File: config.mk
export PLATFORM = sky130hd
export DESIGN_NAME = rv_irq_ctrl
export DESIGN_NICKNAME = d
export VERILOG_FILES = /design/src/rtl/rv_irq_ctrl.sv
export SDC_FILE = /design/constraint.sdc
export NUM_CORES = 1
export LEC_CHECK = 0
export CAP_MARGIN = 20
export CORE_MARGIN = 5
export CORE_UTILIZATION = 39
export CTS_BUF_LIST = sky130_fd_sc_hd__clkbuf_2 sky130_fd_sc_hd__clkbuf_4 sky130_fd_sc_hd__clkbuf_8
export DETAILED_ROUTE_END_ITERATION = 10
export PLACE_DENSITY = 0.84
export SETUP_SLACK_MARGIN = 0.15
export SLEW_MARGIN = 30
export SYNTH_ARGS = -nofsm -noshare
export SYNTH_HDL_FRONTEND = slang
export SYNTH_SLANG_ARGS = --single-unit
File: constraint.sdc
create_clock -name CLK -period 1.1 [get_ports CLK]
set_input_delay 0.165 -clock CLK [delete_from_list [all_inputs] [get_ports CLK]]
set_output_delay 0.165 -clock CLK [all_outputs]
set_load 0.03 [all_outputs]
File: src/rtl/rv_irq_ctrl.sv
// ---------------------------------------------------------------------------
// rv_irq_ctrl
//
// Interrupt controller for the single-cycle RISC-V core. It synchronises and
// edge-detects the six board request lines, latches each rising edge as a
// pending bit, and offers the highest-priority eligible source to the CPU
// through a req/ack handshake with a vector address. In-service sources are
// tracked until the CPU signals end-of-interrupt.
//
// Optional feature macro: IRQ_CTRL_NESTING_EN
//   defined   : nested interrupts. A pending source may preempt if its
//               priority is strictly higher than every in-service source.
//   undefined : no nesting. A new request is only offered while nothing is
//               in service, so at most one in-service bit is ever set.
//
// Ports:
//   CLK         system clock, all state updates on the rising edge
//   RST         synchronous active-high reset
//   irq         raw asynchronous request lines, rising edge = request
//   irq_en      per-source enable
//   gie         global interrupt enable
//   int_req     interrupt request to the CPU
//   int_vec     vector address of the requested source (valid with int_req)
//   int_id      index of the requested source (valid with int_req)
//   int_ack     CPU accepts the current request (single-cycle pulse)
//   int_eoi     CPU end-of-interrupt (single-cycle pulse)
//   pending     pending register, debug view
//   in_service  in-service register, debug view
//
// Priority: bit 0 (IRA) is highest, bit NUM_SRC-1 (IRF) is lowest.
// ---------------------------------------------------------------------------
module rv_irq_ctrl #(
    parameter int unsigned NUM_SRC    = 6,
    parameter logic [31:0] VEC_BASE   = 32'h0000_0100,
    parameter int unsigned VEC_STRIDE = 4
) (
    input  logic               CLK,
    input  logic               RST,
    input  logic [NUM_SRC-1:0] irq,
    input  logic [NUM_SRC-1:0] irq_en,
    input  logic               gie,
    output logic               int_req,
    output logic [31:0]        int_vec,
    output logic [2:0]         int_id,
    input  logic               int_ack,
    input  logic               int_eoi,
    output logic [NUM_SRC-1:0] pending,
    output logic [NUM_SRC-1:0] in_service
);

    localparam logic [NUM_SRC-1:0] SRC_ONE = {{(NUM_SRC-1){1'b0}}, 1'b1};

    typedef enum logic [1:0] {
        IDLE = 2'd0,
        REQ  = 2'd1,
        HOLD = 2'd2
    } state_e;

    state_e             state_q, state_d;
    logic [NUM_SRC-1:0] s1_q, s2_q, s3_q;
    logic [NUM_SRC-1:0] pending_q, pending_d;
    logic [NUM_SRC-1:0] in_service_q, in_service_d;
    logic [2:0]         int_id_q, int_id_d;
    logic [31:0]        int_vec_q, int_vec_d;

    logic [NUM_SRC-1:0] rise;
    logic [NUM_SRC-1:0] allowMask;
    logic [NUM_SRC-1:0] eligible;
    logic [NUM_SRC-1:0] eoiMask;
    logic [NUM_SRC-1:0] ackMask;
    logic               candValid;
    logic [2:0]         candIdx;
    logic               ackFire;

    // Three-flop chain: s1/s2 resolve metastability, s3 is the previous
    // synchronised value used for rising-edge detection.
    always_ff @(posedge CLK) begin
        if (RST) begin
            s1_q <= '0;
            s2_q <= '0;
            s3_q <= '0;
        end else begin
            s1_q <= irq;
            s2_q <= s1_q;
            s3_q <= s2_q;
        end
    end

    assign rise = s2_q & ~s3_q;

    // Sources allowed to be offered given what is currently in service.
`ifdef IRQ_CTRL_NESTING_EN
    // A source may preempt only if it sits strictly above the highest-priority
    // (lowest-index) in-service bit; everything at or below it is blocked.
    always_comb begin : preempt_mask
        logic busy;
        busy      = 1'b0;
        allowMask = '0;
        for (int j = 0; j < int'(NUM_SRC); j++) begin
            busy         = busy | in_service_q[j];
            allowMask[j] = ~busy;
        end
    end
`else
    // Without nesting nothing is offered while any source is in service.
    assign allowMask = {NUM_SRC{(in_service_q == '0)}};
`endif

    assign eligible = pending_q & irq_en & {NUM_SRC{gie}} & allowMask;

    // Fixed-priority encoder, lowest index wins.
    always_comb begin
        candValid = 1'b0;
        candIdx   = '0;
        for (int i = int'(NUM_SRC) - 1; i >= 0; i--) begin
            if (eligible[i]) begin
                candValid = 1'b1;
                candIdx   = 3'(i);
            end
        end
    end

    assign ackFire = (state_q == REQ) && int_ack;
    assign ackMask = ackFire ? (SRC_ONE << int_id_q) : '0;

    // x & -x isolates the lowest set bit, i.e. the highest-priority
    // in-service source; an empty register yields zero so eoi is a no-op.
    assign eoiMask = int_eoi ? (in_service_q & (~in_service_q + SRC_ONE)) : '0;

    // The rise is ORed in after the ack clear so a new edge landing in the
    // ack cycle is not lost. The eoi clear uses the old in_service before
    // the ack sets its bit.
    assign pending_d    = (pending_q & ~ackMask) | rise;
    assign in_service_d = (in_service_q & ~eoiMask) | ackMask;

    // State register plus the request id/vector captured on entry to REQ.
    always_ff @(posedge CLK) begin
        if (RST) begin
            state_q      <= IDLE;
            pending_q    <= '0;
            in_service_q <= '0;
            int_id_q     <= '0;
            int_vec_q    <= '0;
        end else begin
            state_q      <= state_d;
            pending_q    <= pending_d;
            in_service_q <= in_service_d;
            int_id_q     <= int_id_d;
            int_vec_q    <= int_vec_d;
        end
    end

    // Next-state logic. Once in REQ the id and vector stay frozen until the
    // CPU acks, even if a better source shows up or the enables drop. HOLD
    // gives in_service one cycle to settle before arbitrating again.
    always_comb begin
        state_d   = state_q;
        int_id_d  = int_id_q;
        int_vec_d = int_vec_q;
        case (state_q)
            IDLE: begin
                if (candValid) begin
                    state_d   = REQ;
                    int_id_d  = candIdx;
                    int_vec_d = VEC_BASE + 32'(candIdx) * VEC_STRIDE;
                end
            end
            REQ: begin
                if (int_ack) begin
                    state_d = HOLD;
                end
            end
            HOLD: begin
                state_d = IDLE;
            end
            default: begin
                state_d = IDLE;
            end
        endcase
    end

    // Output decode.
    always_comb begin
        int_req    = (state_q == REQ);
        int_id     = int_id_q;
        int_vec    = int_vec_q;
        pending    = pending_q;
        in_service = in_service_q;
    end

endmodule

==> results of run 1 <==
[final cells by class]
type | count | area (µm²) | area share [%]
inverter | 2 | 7.51 | 0.325
clock buffer | 8 | 97.6 | 4.23
multi-input combinational | 118 | 766 | 33.2
timing repair buffer | 60 | 603 | 26.1
tap | 50 | 62.6 | 2.71
sequential | 36 | 771 | 33.4
[where the power goes]
group          total, mW  leakage, nW  switching, mW  internal [mW]
Clock              0.997       0.0523          0.437          0.559
Combinational      0.560        0.617          0.327          0.232
Sequential          1.37        0.306         0.0344           1.34
Total               2.93        0.975          0.799           2.13
[how the worst max path moves through the flow]
stage | startpoint | to | slack, ps | depth (start not counted)
detailed placement | gie | int_vec[4] | -370 | 5
floorplan | pending[1] | int_id[0] | -50 | 4
CTS | in_service[5] | int_id[0] | -140 | 4
global placement | gie | int_vec[4] | -330 | 5
finish | state_q[1] | int_id[0] | -170 | 4
global route | state_q[1] | int_id[1] | -210 | 4
[per-layer routing]
| layer | wire length (µm) | up-vias |
|---|---|---|
| met4 | 128 | 0 |
| li1 | - | 608 |
| met1 | 1370 | 569 |
| met5 | 0 | - |
| met3 | 287 | 14 |
| met2 | 1960 | 47 |
[registers in the layout, indices dropped and copies added (netlist names)]
signal      flops
in_service      6
int_id          2
int_vec         2
pending         6
s1_q            6
s2_q            6
s3_q            6
state_q         2
[critical path, stage by stage, from the launching register on]
cell and delay, ps:
dfxtp_2 340, nor4b_4 370, and3_4 280, o21ai_2 60, mux2i_1 110
[kinds of logic after synthesis]
family | Yosys count | share of synthesized area [%]
simple gates | 60 | 23.7
buf+inv | 37 | 17.4
flops | 36 | 46.4
compound gates | 29 | 11.7
mux | 1 | 0.644
other cells | 1 | 0.241
[placed cells by master, fill, tap and decap left out, types with 6 or more instances in the layout]
cell type,n
a21oi_2,10
buf_4,14
buf_6,30
clkbuf_8,6
clkdlybuf4s50_1,16
conb_1,28
dfxtp_1,18
dfxtp_2,7
dfxtp_4,11
nand2_1,7
nor2_1,8
nor2b_1,24
[repair_timing]
item                       in CTS  in global routing
pin swaps                      10                  7
buffers inserted                8                  2
setup endpoints to repair      37                 43
gates resized for setup        47                 14
[per-stage QoR]
stage	setup TNS, ps	total power [mW]	area [µm²]	util, %	hold slack [ps]
2_1_floorplan	-140	1.81	1710	-	271
3_3_place_gp	-4360	1.88	1920	48.7	419
3_5_place_dp	-4820	1.88	1920	48.7	426
4_1_cts	-906	2.92	2240	56.8	414
5_1_grt	-1940	3.04	2310	58.5	414
6_report	-1290	2.93	2310	58.5	422
==> out/metrics.yaml, run 1 <==
outcome:
  status: "finished with violations"
  violations: "negative setup slack"
power_and_ir_drop:
  cellPowerDensity_mw_per_mm2: 1270
  power.leakage_nw: 0.975
  vdd_ir_drop_max_mv: 0.663
timing:
  finalCriticalPeriod_ps: 1270
  setup_viol: 15
  fmax_mhz: 786
  finClkSkew_ps: 7.30
  period_share_pct: 116
  finalHoldViolCount: 0
  rsz0062_at_grt: "true"
  timing.final.ws_setup_ps: -172
  slew_violations: 0
floorplanning:
  fp.dieW_um: 73.1
  std_cell_rows: 23
  initial_core_util_pct: 39.4
  die-area_mm2: 0.00535
  ios: 65
  core_area_mm2: 0.00394
  die_y_um: 73.1
clock_network:
  clock_path_buffers: 2
  clk_pin_slew_ps: 70
  cts_buffers: 5
  cts_max_level: 2
  cts_tree: "built"
  cts.sinks: 36
  root_buffer: "clkbuf_8"
  clkLatencyLatePin_ps: 290
  hold_buffers: 0
grt:
  top_usage_layer: "met2"
  antenna_found_initial: 0
  grt_pass1_wl_um: 5580
  grt_start_max_net_pins: 15
  grt_usage_pct: 14.0
  met1_usage_pct: 14.1
  grtUsageMet2_pct: 24.3
  grt_pass1_vias: 1188
  grt_overflow_total: 0
  use_met3_pct: 5.65
cells_and_area:
  fillerInstances: 343
  area_growth_pct: 48.5
  finalNonFillerCells: 274
  drive_gt1_share_pct: 44.6
  nNetsFinal: 240
  n_antenna_cell: 0
hold_path:
  hp-class: "in2reg"
  hold_end: "s1_q[4]"
  hold-path-cell-count: 2
  min_from: "irq[4]"
synthesis:
  synth_top_area_share_pct: 46.4
  synth_area_mm2: 0.00155
  synth.most_common_cell: "dfxtp_1"
  synth_area_leaders: "dfxtp_1 (46%), buf_4 (15%), nor2b_1 (9.7%)"
  yosys.area.top_type: "dfxtp_1"
  synth_edf_count: 0
  synthArstFlopShare_pct: 0
  ys.flop_type: "dfxtp_1"
  yosys_warnings: 0
  postSynthCellCount: 164
  synth_common_cells: "dfxtp_1 (36), buf_4 (31), nor2b_1 (24), a21oi_1 (15), nand2_1 (10)"
  ys_types: 32
  yosysSeqAreaShare_pct: 46.4
  avgSynthCellArea_um2: 9.48
  ys_seq_elements: 36
place:
  place.gp.congestion: 0.873
  dp_slack_ps: -370
  dp_cells: 256
  dpl.hpwl_um: 2490
  portBuffers: 36
critical_path:
  crit_required_ps: 1280
  reg2reg_slack_ps: -170
  r2r_start: "state_q[1]"
  arrival_ps: 1460
  rr_endpoint: "int_id[0]"
  reg2reg_depth: 4
  crit_fanout: 3
  critPathKind: "reg2reg"
  start_kind: "flip-flop"
  endpoint_kind: "flip-flop"
route:
  dr.pass1.iters: 4
  wl_per_cell_um: 13.7
  viasPerCell: 4.52
  routed_wl_um: 3740
  ant_nets: 0
  route.detailed.drc: 0
  vias: 1238
  drt_iter0_drc: 46
job:
  drv_cap: 0
(Power assumes the default switching activity.)
==> run 2: changes to the inputs <==
--- a/config.mk
+++ b/config.mk
@@ -11,6 +11,7 @@
 export CTS_BUF_LIST = sky130_fd_sc_hd__clkbuf_2 sky130_fd_sc_hd__clkbuf_4 sky130_fd_sc_hd__clkbuf_8
 export DETAILED_ROUTE_END_ITERATION = 10
 export PLACE_DENSITY = 0.84
+export RECOVER_POWER = 25
 export SETUP_SLACK_MARGIN = 0.15
 export SLEW_MARGIN = 30
 export SYNTH_ARGS = -nofsm -noshare
==> constraint.sdc (replaced) <==
create_clock -name CLK -period 1.1 [get_ports CLK]
set_input_delay 0.165 -clock CLK [delete_from_list [all_inputs] [get_ports CLK]]
set_output_delay 0.165 -clock CLK [all_outputs]
set_load 0.01 [all_outputs]
==> out/metrics.yaml, run 2 (synthesized netlist as in run 1, its figures left out) <==
timing:
  rsz0062_at_grt: "true"
  fmax_mhz: 799  # +1.7%
  finalCriticalPeriod_ps: 1250  # -21.2 ps
  setup_viol: 16  # +1
  setup-tns-final_ps: -1430  # -135 ps
  period_share_pct: 114  # -1.9 points
  timing.final.ws_setup_ps: -151  # +21.2 ps
  finClkSkew_ps: 1.49  # -5.81 ps
  finalHoldViolCount: 0  # unchanged
  slew_violations: 0  # unchanged
place:
  portBuffers: 36  # unchanged
  dpl.hpwl_um: 2390  # -4.2%
  place.gp.congestion: 0.819  # -6.2%
critical_path:
  cp_num_cells: 4  # unchanged
  rr_endpoint: "in_service[4]"
  crit_required_ps: 1320  # +40 ps
  critical_path.max_stage_delay_ps: 390  # +20 ps
  reg2reg_slack_ps: -150  # +20 ps
  crit_fanout: 4  # +1
  crit_buf_inv: 0  # unchanged
  start_kind: "flip-flop"
  critPathTopFamily: "simple AND/OR/NAND/NOR gates"
  r2r_start: "int_id[1]"
  endpoint_kind: "flip-flop"
  reg2reg_depth: 4  # unchanged
  critPathKind: "reg2reg"
  cp_cell_sequence: "and4bb_4 -> nand2_2 -> or2_0 -> a21oi_1"
  crit_path_top_delay_cell: "and4bb_4"
  arrival_ps: 1470  # about the same
route:
  ant_nets: 0  # unchanged
  drt_iter0_drc: 77  # +67%
  wl_per_cell_um: 13.6  # -0.76%
  dr.pass1.iters: 2  # -2
  vias: 1226  # -0.97%
  route.detailed.drc: 0  # unchanged
  routed_wl_um: 3700  # -1.1%
  viasPerCell: 4.49  # -0.61%
cells_and_area:
  area_growth_pct: 47.2
  nNetsFinal: 239  # -0.42%
  fillerInstances: 328  # -4.4%
  mostFrequentLayoutCells: "conb_1 (28), buf_6 (24), nor2b_1 (23), dfxtp_1 (19), buf_4 (17)"
  drive_gt1_share_pct: 43.0  # -1.6 points
  layout_commonest_cell: "conb_1"
  seq_area_um2: 759  # -1.5%
  n_antenna_cell: 0  # unchanged
  multi_input_comb_area_um2: 774  # +1.1%
outcome:
  violations: "negative setup slack"
  status: "finished with violations"
clock_network:
  hold_buffers: 0  # unchanged
  cts_max_level: 2  # unchanged
  clkLatencyLatePin_ps: 290  # about the same
  cts_tree: "built"
  clk_pin_slew_ps: 70  # about the same
  cts.sinks: 36  # unchanged
  cts_buffers: 5  # unchanged
  clock_path_buffers: 2  # unchanged
  root_buffer: "clkbuf_8"
floorplanning:
  core_area_mm2: 0.00394  # unchanged
  die-area_mm2: 0.00535  # unchanged
  initial_core_util_pct: 39.4  # unchanged
  fp.dieW_um: 73.1  # unchanged
  die_y_um: 73.1  # unchanged
  ios: 65  # unchanged
  std_cell_rows: 23  # unchanged
hold_path:
  hold-path-cell-count: 2  # unchanged
  min_from: "irq[1]"
  hp-class: "in2reg"
  hold_end: "s1_q[1]"
grt:
  top_usage_layer: "met2"
  grt_pass1_vias: 1176  # -1.0%
  grtUsageMet2_pct: 22.4  # -1.9 points
  grt_pass1_wl_um: 5260  # -5.8%
  grt_usage_pct: 13.2  # -0.76 points
  met1_usage_pct: 13.8  # -0.32 points
  antenna_found_initial: 0  # unchanged
  grt_overflow_total: 0  # unchanged
  use_met3_pct: 5.23  # -0.41 points
  grt_start_max_net_pins: 16  # +1
power_and_ir_drop:
  cellPowerDensity_mw_per_mm2: 1290  # +2.0%
  p_total_mw: 2.96  # +1.1%
  vdd_ir_drop_max_mv: 0.647  # -2.6%
  power.leakage_nw: 0.992  # +1.8%
job:
  drv_cap: 0  # unchanged
-- run 2: worst max path at each step --
stage,startpoint,endpoint,slack (ps)
floorplan,state_q[1],int_vec[4],-4
global placement,gie,int_id[0],-310
detailed placement,irq_en[1],int_id[0],-350
CTS,state_q[1],int_id[0],-90
global route,int_id[1],in_service[4],-220
finish,int_id[1],in_service[4],-150
-- run 2: routing by layer --
layer / up-vias / part of all wire (%)
met5: - / 0
met4: 0 / 1.8
met3: 10 / 7.1
met2: 38 / 53
met1: 571 / 38
li1: 607 / -
-- run 2: stage by stage --
step / cell area [µm²] / instances / hold slack (ps) / setup slack, ps / utilization [%]
final: 2290 / 273 / 421 / -151 / 58.0
after global routing: 2290 / 273 / 409 / -218 / 58.0
after CTS: 2130 / 265 / 415 / -92.0 / 53.9
after detailed placement: 1930 / 254 / 423 / -353 / 48.9
after global placement: 1930 / 254 / 417 / -306 / 48.9
after floorplan: 1680 / 191 / 271 / -4.18 / -
-- run 2: report_power, final --
group / internal, mW / total, mW / switching (mW)
clock: 0.697 / 1.16 / 0.459
sequential: 1.35 / 1.38 / 0.0368
combinational: 0.220 / 0.422 / 0.201
total: 2.26 / 2.96 / 0.697
-- run 2: final cells by class --
type                    count  area share (%)
clock inverters             2            1.53
repair buffers             59            25.0
inverters                   2           0.328
clock buffers               6            3.34
well taps                  50            2.74
multi-input cells         118            33.9
flip-flops and latches     36            33.2
-- run 2: timing repair --
action                                 CTS  global route
resized for setup                      115            33
setup endpoints to repair               37            36
endpoints found under the hold margin    0             0
setup buffers                            3             8
pin swaps                                9            17
==> run 3: changes to the inputs <==
--- a/config.mk
+++ b/config.mk
@@ -10,6 +10,7 @@
 export CORE_UTILIZATION = 39
 export CTS_BUF_LIST = sky130_fd_sc_hd__clkbuf_2 sky130_fd_sc_hd__clkbuf_4 sky130_fd_sc_hd__clkbuf_8
 export DETAILED_ROUTE_END_ITERATION = 10
+export HOLD_SLACK_MARGIN = 0.05
 export PLACE_DENSITY = 0.84
 export RECOVER_POWER = 25
 export SETUP_SLACK_MARGIN = 0.15
==> results of run 3 <==
Same layout as run 2: the final DEF is identical, and so are final timing and power.
